$ cat config.mk
export PLATFORM = sky130hd
export DESIGN_NAME = sensor_event_conditioner
export DESIGN_NICKNAME = d
export VERILOG_FILES = /design/src/rtl/sensor_event_conditioner.sv
export SDC_FILE = /design/constraint.sdc
export NUM_CORES = 1
export LEC_CHECK = 0
export BUFFER_PORTS_ARGS = -buffer_cell sky130_fd_sc_hd__clkbuf_2
export CAP_MARGIN = 20
export CORE_AREA = 2 2 39 41
export DETAILED_ROUTE_END_ITERATION = 7
export DIE_AREA = 0 0 41 43
export GPL_ROUTABILITY_DRIVEN = 1
export HOLD_SLACK_MARGIN = 0.12
export PLACE_DENSITY = 0.71
export RECOVER_POWER = 25
export SLEW_MARGIN = 15
export SYNTH_ARGS = -nofsm -noshare
export SYNTH_HDL_FRONTEND = slang
export SYNTH_SLANG_ARGS = --single-unit
$ cat constraint.sdc
create_clock -name clk -period 2.15 [get_ports clk]
set_clock_uncertainty 0.1 [all_clocks]
set_input_delay 0.215 -clock clk [delete_from_list [all_inputs] [get_ports clk]]
set_output_delay 0.215 -clock clk [all_outputs]
set_load 0.02 [all_outputs]
$ cat src/rtl/sensor_event_conditioner.sv
// Two-channel photo-beam front end: synchronise, debounce and turn confirmed
// beam-breaks into mutually exclusive single-cycle up/down pulses.
module sensor_event_conditioner #(
   parameter int DB_COUNT = 10,
   parameter int DB_WIDTH = 4
) (
   input  logic clk,
   input  logic reset,
   input  logic sensor_in,
   input  logic sensor_out,
   output logic up,
   output logic down,
   output logic in_busy,
   output logic out_busy
);

   localparam logic [DB_WIDTH-1:0] CNT_LAST = DB_WIDTH'(DB_COUNT - 1);

   logic [1:0] raw;
   logic [1:0] rise_evt;
   logic [1:0] stable_vec;

   // channel 0 is entry, channel 1 is exit
   assign raw = {sensor_out, sensor_in};

   genvar gi;
   generate
      for (gi = 0; gi < 2; gi++) begin : g_chan
         logic                s1_reg;
         logic                s2_reg;
         logic                stable_reg;
         logic [DB_WIDTH-1:0] cnt_reg;

         always_ff @(posedge clk) begin
            if (reset) begin
               s1_reg     <= 1'b0;
               s2_reg     <= 1'b0;
               stable_reg <= 1'b0;
               cnt_reg    <= '0;
            end else begin
               s1_reg <= raw[gi];
               s2_reg <= s1_reg;
               if (s2_reg == stable_reg) begin
                  cnt_reg <= '0;
               end else if (cnt_reg == CNT_LAST) begin
                  stable_reg <= s2_reg;
                  cnt_reg    <= '0;
               end else begin
                  cnt_reg <= cnt_reg + DB_WIDTH'(1);
               end
            end
         end

         // Only the accepted 0->1 transition is an event; releases are silent.
         assign rise_evt[gi]   = (s2_reg != stable_reg) && (cnt_reg == CNT_LAST) && s2_reg;
         assign stable_vec[gi] = stable_reg;
      end
   endgenerate

   logic up_reg, up_next;
   logic down_reg, down_next;
   logic pend_up_reg, pend_up_next;
   logic pend_down_reg, pend_down_next;
   logic cand_up, cand_down;

   // Entry wins a collision; the losing exit is parked and issued next free cycle.
   always_comb begin
      cand_up        = pend_up_reg | rise_evt[0];
      cand_down      = pend_down_reg | rise_evt[1];
      up_next        = 1'b0;
      down_next      = 1'b0;
      pend_up_next   = pend_up_reg;
      pend_down_next = pend_down_reg;
      if (cand_up) begin
         up_next        = 1'b1;
         pend_up_next   = 1'b0;
         pend_down_next = cand_down;
      end else if (cand_down) begin
         down_next      = 1'b1;
         pend_down_next = 1'b0;
      end
   end

   always_ff @(posedge clk) begin
      if (reset) begin
         up_reg        <= 1'b0;
         down_reg      <= 1'b0;
         pend_up_reg   <= 1'b0;
         pend_down_reg <= 1'b0;
      end else begin
         up_reg        <= up_next;
         down_reg      <= down_next;
         pend_up_reg   <= pend_up_next;
         pend_down_reg <= pend_down_next;
      end
   end

   assign up       = up_reg;
   assign down     = down_reg;
   assign in_busy  = stable_vec[0];
   assign out_busy = stable_vec[1];

endmodule

==> qor.csv, run 1 <==
metric,value,unit
antenna violation net count after detailed routing,0,
row cnt,14,
P_leak,0.301,nW
slowest CP cell,dlygate4sd3_1,
Hold Slack,0.349,ns
final core occ,53.6,%
"Slew Viols, Final",0,
synthesized instance count,59,
Least-Margin Pin Slew,0.413,ns
synth top area cells,"dfxtp_1 55%, ha_1 8.1%, nor2_1 6.7%",
crit-path max FO,10,
largest area contributor in the netlist,dfxtp_1,
Critical Path Source,reset,
post-synthesis net count,67,
post-CTS resize count,0,
sequential standard cell area,340,um^2
Die ar.,1760,um^2
Die H,43,um
post-synth top area share,55.1,%
placed insts,81,
CP dominant cell by count,dlygate4sd3_1,
antenna violations before repair,0,
Clock Sinks,17,
DRC,0,
first-pass GRT wire length,1.55,mm
vias in the first global route,408,
Setup CP Type,input pin to flip-flop,
maxcap violations,0,
fin crit period,1.64,ns
Chip Width,41,um
IO Pins,8,
"Cell Count, Final, Fillers Out",90,
Fillers,135,
startpoint types,input pin,
# setup viols final,0,
worst hold path cell count,1,
setup TNS,0,ns
NumNets Final,83,
critical-path cell list,"dlygate4sd3_1, clkbuf_1, nor2b_1, dlygate4sd3_1",
Port Buffer Count,7,
Initial Utilization,44.7,%
fmax,0.610,GHz
data required time at the worst endpoint,2.24,ns
yosys warns,0,
H-tree levels,1,
final wirelength,849,um
CTS Buf Count,3,
root buf cell,clkbuf_4,
period utilization,76.2,%
clk_lat worst skew,0.29,ns
Worst EP arrival,1.73,ns
GRT Overall Usage,13.7,%
footprint of the multi-input gates,263,um^2
Power Dens Cells,687,nW/um^2
sequential fraction of the synthesis area,55.1,%
Pwr Total,0.510,mW
Seq cells post-synth,17,
largest net degree at the start of global routing,11,
postcts setup bufs,0,
worst hold start,g_chan[1].s1_reg,
via count,419,
relative slew slack,72.4,%
Reg2Reg Depth,5,
Max clock buf depth,2,
RSZ-0062 raised after global routing,no,
"Clk pin slew, worst setup/hold paths",0.09,ns
Overflow after GRT,0,
fraction of layout cells with a size suffix above 1,10.8,%
cell area after synthesis,618,um^2
Starting DRT DRC Count,4,
routability congestion estimate,0.730,
DPL Wire Length,590,um
Area Overhead vs Synth,20.0,%
number of diodes,0,
syn_area_per_cell,10.5,um^2
clock tree from TritonCTS,built,
Hold Crit Class,flip-flop to flip-flop,
WL/cell,9.43,um
outcome,completed,
cts hold-fix bufs,5,
Final Hold Fails,0,
Yosys cell types,16,
Vias/cell,4.66,
Worst VDD drop,0.316,mV
Crit. End Element,flip-flop,
CORE AREA,1380,um^2
Largest register FFs,8,
reg2reg start,g_chan[1].cnt_reg[1],
crit-path max cell delay,0.56,ns
first drt pass iteration count,4,
report_power, final:
group	switching, mW	leakage [nW]	internal, mW
clock	0.0958	0.0150	0.0722
sequential	0.00292	0.138	0.319
combinational	0.00741	0.148	0.0121
per-layer routing:
metal	vias to the layer above	track usage (%)	part of all wire, %
met3	2	3.14	4.9
met4	0	12.0	3.2
met1	188	17.0	45
li1	219	-	-
met5	-	0	0
met2	10	18.8	47
cell type report:
class / instances / area share, %
Inverter: 3 / 1.52
Sequential cell: 17 / 45.9
Tap cell: 16 / 2.70
Timing Repair Buffer: 12 / 11.0
Clock buffer: 4 / 3.54
Multi-Input combinational cell: 38 / 35.4
worst max-delay path, delay by kind of cell:
family	cells	cell delay, ns
buffers and inverters	3	1.42
AND/OR/NAND/NOR	1	0.09
layout by cell type, fill, tap and decap left out, drive strengths merged:
cell         count
mux2i            2
inv              3
xor2             3
and3b            1
nor2b            5
dfxtp           17
nand3b           2
xnor2            3
nor3             2
a31oi            1
or3              1
ha               4
nand3            2
nor2            11
clkbuf          11
nand2b           1
dlygate4sd3      5
final timing paths:
path,endpoint,slack (ns)
setup reg to reg,g_chan[1].cnt_reg[2],0.71
hold reg to reg,g_chan[1].s2_reg,0.35
hold / removal,g_chan[1].s2_reg,0.35
setup / recovery,g_chan[0].s1_reg,0.51
per-stage QoR:
step,area (um^2),worst slack [ns]
after floorplan,618,0.799
after global placement,669,0.751
after detailed placement,669,0.724
after CTS,746,0.687
after global routing,742,0.434
final,742,0.511
Yosys cell counts:
| master | count |
|---|---|
| nand3_1 | 2 |
| and3b_1 | 1 |
| ha_1 | 4 |
| nand3b_1 | 2 |
| nand2b_1 | 1 |
| clkbuf_1 | 1 |
| mux2i_1 | 2 |
| nor2b_1 | 5 |
| nor3_1 | 2 |
| or3_4 | 1 |
| a31oi_1 | 1 |
| inv_1 | 3 |
| dfxtp_1 | 17 |
| xnor2_1 | 3 |
| nor2_1 | 11 |
| xor2_1 | 3 |
kinds of logic (layout without fill, tap and decap cells):
logic type / after synthesis / after routing / synth area share (%)
AOI/OAI and AO/OA: 1 / 1 / 1.01
xor gates and xnor gates: 6 / 6 / 8.50
adders and majority gates: 4 / 4 / 8.10
buffers and inverters: 4 / 19 / 2.43
DFF: 17 / 17 / 55.1
muxes: 2 / 2 / 3.24
and+or+nand+nor: 25 / 25 / 21.7
Power figures use the tool's default switching activity.
==> run 2: changes to the inputs <==
ABC_AREA = 1   (was default)
CORE_AREA = default   (was 2 2 39 41)
CORE_UTILIZATION = 48   (was default)
DIE_AREA = default   (was 0 0 41 43)
PLACE_DENSITY = 0.75   (was 0.71)
clock period = 1.5 ns   (was 2.15 ns; I/O delays follow)
==> run 2 against run 1 <==
Worst setup slack worse by 0.39 ns; final area up 8.6%; count of clock-buffer cells in the layout unchanged; clock power up 39%; largest cell class unchanged; non-clock buffer count stayed put; worst hold slack lost 0.032 ns; sequential cell count unchanged; total power grew 43%; cell count rose by 28%; core utilization grew 8.3 points; sequential power is 43% higher.
==> qor.csv, run 2 <==
metric,value,unit,change
"Slew Viols, Final",0,,unchanged
period utilization,91.6,%,
Critical Path Source,reset,,unchanged
number of synthesized flops with an enable pin,0,,unchanged
Hold EP,g_chan[0].s2_reg,,was g_chan[1].s2_reg
clock tree from TritonCTS,built,,unchanged
setup TNS,0,ns,unchanged
Reg2Reg Depth,5,,unchanged
# setup viols final,0,,unchanged
root buf cell,clkbuf_4,,unchanged
Vias/cell,4.63,,was 4.66
Final Hold Fails,0,,unchanged
switching power,0.151,mW,was 0.106 mW
worst hold start,g_chan[0].s1_reg,,was g_chan[1].s1_reg
Port Buffer Count,7,,unchanged
postcts setup bufs,0,,unchanged
asr flop ratio synth,0,%,unchanged
antenna violations before repair,0,,unchanged
synthesized instance count,84,,was 59
DRC,0,,unchanged
startpoint types,input pin,,unchanged
antenna violation net count after detailed routing,0,,unchanged
Reg2Reg Setup Slack,0.27,ns,was 0.71 ns
Die ar.,1570,um^2,was 1760 um^2
cts hold-fix bufs,5,,unchanged
CORE AREA,1300,um^2,was 1380 um^2
worst hold path cell count,2,,was 1
Post-DP Area,733,um^2,was 669 um^2
maxcap violations,0,,unchanged
clk_lat worst skew,0.27,ns,was 0.29 ns
final wirelength,1.06,mm,was 849 um
data required time at the worst endpoint,1.57,ns,was 2.24 ns
"commonest non-fill, non-tap cell in the layout",nor2_1,,was dfxtp_1
via count,532,,was 419
number of diodes,0,,unchanged
GRT Overall Usage,17.6,%,was 13.7%
relative slew slack,82.2,%,was 72.4%
Pwr Total,0.729,mW,was 0.510 mW
Overflow after GRT,0,,unchanged
fraction of layout cells with a size suffix above 1,11.0,%,was 10.8%
sequential fraction of the synthesis area,50.1,%,was 55.1%
post-synthesis net count,92,,was 67
Area Overhead vs Synth,18.6,%,was 20.0%
Worst VDD drop,0.557,mV,was 0.316 mV
NumNets Final,109,,was 83
largest area contributor in the netlist,dfxtp_1,,unchanged
Switching Share,20.7,%,was 20.8%
fin crit period,1.37,ns,
Largest register FFs,8,,unchanged
post-CTS resize count,0,,unchanged
Post-synth top cells,"19 x nor2_1, 17 x dfxtp_1, 15 x inv_1",,"was 17 x dfxtp_1, 11 x nor2_1, 5 x nor2b_1"
Max clock buf depth,2,,unchanged
first drt pass iteration count,4,,unchanged
"count leader, synth",nor2_1,,was dfxtp_1
yosys warns,0,,unchanged
DPL Wire Length,758,um,was 590 um
first-pass GRT wire length,1.79,mm,was 1.55 mm
internal power,0.578,mW,was 0.404 mW
Power Dens Cells,904,nW/um^2,was 687 nW/um^2
H-tree levels,1,,unchanged
reg2reg start,g_chan[0].cnt_reg[0],,was g_chan[1].cnt_reg[1]
Starting DRT DRC Count,10,,was 4
"Clk pin slew, worst setup/hold paths",0.09,ns,about the same
largest net degree at the start of global routing,10,,was 11
Reg-to-Reg End,pend_down_reg,,was g_chan[1].cnt_reg[2]
crit-path max FO,6,,was 10
synth top area cells,"dfxtp_1 50%, nor2_1 10%, inv_1 8.3%",,"was dfxtp_1 55%, ha_1 8.1%, nor2_1 6.7%"
outcome,completed,,unchanged
Seq cells post-synth,17,,unchanged
Placement Setup Slack,0.330,ns,was 0.724 ns
Clock Sinks,17,,unchanged
Die H,39.6,um,was 43 um
RSZ-0062 raised after global routing,no,,unchanged
Clk pwr share,32.1,%,was 33.0%
Main synth FF type,dfxtp_1,,unchanged
post-synth top area share,50.1,%,was 55.1%
Initial Utilization,52.2,%,was 44.7%
PnR worst setup slack,0.125,ns,was 0.511 ns
CTS Buf Count,3,,unchanged
Crit. End Element,flip-flop,,unchanged
Least-Margin Pin Slew,0.268,ns,was 0.413 ns
WL/cell,9.24,um,was 9.43 um
"commonest non-fill, non-tap cells in the layout","19 x nor2_1, 17 x dfxtp_1, 15 x inv_1, 14 x nand2_1, 5 x dlygate4sd3_1",,"was 17 x dfxtp_1, 11 x nor2_1, 5 x nor2b_1, 5 x dlygate4sd3_1"
P_leak,0.343,nW,was 0.301 nW
Worst EP arrival,1.44,ns,was 1.73 ns
row cnt,13,,was 14
cell area after synthesis,679,um^2,was 618 um^2
IO Pins,8,,unchanged
Yosys cell types,14,,was 16
Comb pwr share,4.5,%,was 3.8%
Hold Crit Class,flip-flop to flip-flop,,unchanged
Fillers,121,,was 135
Chip Width,39.6,um,was 41 um
fmax,0.728,GHz,
routability congestion estimate,0.705,,was 0.730
vias in the first global route,443,,was 408
Hold Slack,0.316,ns,was 0.349 ns
Flop pwr share,63.4,%,was 63.2%
Setup CP Type,input pin to flip-flop,,unchanged
syn_area_per_cell,8.09,um^2,was 10.5 um^2
final instance area,806,um^2,was 742 um^2
run 2: changes by cell type in the layout (fill, tap and decap cells not counted), moves of 3 or more:
cell and delta:
nand2_1 +14, inv_1 +12, nor2_1 +8, nor2b_1 -5, xor2_1 -3
run 2: layout make-up:
type	count	area [um^2]	area share [%]
flip-flops and latches	17	340	42.2
multi-input cells	52	283	35.1
repair buffers	12	81.3	10.1
inverters	15	56.3	6.99
clock buffers	4	26.3	3.26
well taps	15	18.8	2.33
run 2: cell families (layout without fill, tap and decap cells):
group | count (synthesis) | after routing | share of synthesized area, %
adder cells (fa/ha/maj) | 4 | 4 | 7.37
buffers and inverters | 15 | 31 | 8.29
AND/OR/NAND/NOR | 42 | 42 | 28.4
XOR/XNOR | 2 | 2 | 2.58
flip-flops | 17 | 17 | 50.1
AO/OA/AOI/OAI | 4 | 4 | 3.31
run 2: per-stage QoR:
stage | util [%] | instances
after global routing | 61.9 | 115
after floorplan | - | 84
after detailed placement | 56.3 | 106
final | 61.9 | 115
after CTS | 62.2 | 115
after global placement | 56.3 | 106
run 2: worst max path at each step:
stage | cells past startpoint | end | slack, ns
after floorplan | 6 | down | 0.43
after detailed placement | 6 | down | 0.33
after CTS | 4 | g_chan[0].s1_reg | 0.13
final | 4 | g_chan[1].s1_reg | 0.13
after global placement | 6 | down | 0.35
after global routing | 4 | g_chan[1].s1_reg | 0.09
run 2: critical path, cell delays in order:
cell,delay [ns]
dlygate4sd3_1,0.52
clkbuf_2,0.16
nor2_1,0.06
dlygate4sd3_1,0.55
run 2: power by group through the flow:
stage,sequential (mW),combinational (mW),clock [mW]
after floorplan,0.471,0.0145,0
after global placement,0.472,0.0218,0
after detailed placement,0.473,0.0225,0
after CTS,0.462,0.0327,0.240
after global routing,0.463,0.0364,0.262
final,0.462,0.0328,0.234
run 2: routing by layer:
metal  routed length, um  share of wire (%)  up-vias  track usage, %
met1                 529                 50      225            22.3
met3                  44                4.1        2            5.11
met4                  12                1.1        0            10.3
met5                   0                  0        -               0
met2                 476                 45       17            25.8
li1                    -                  -      288               -
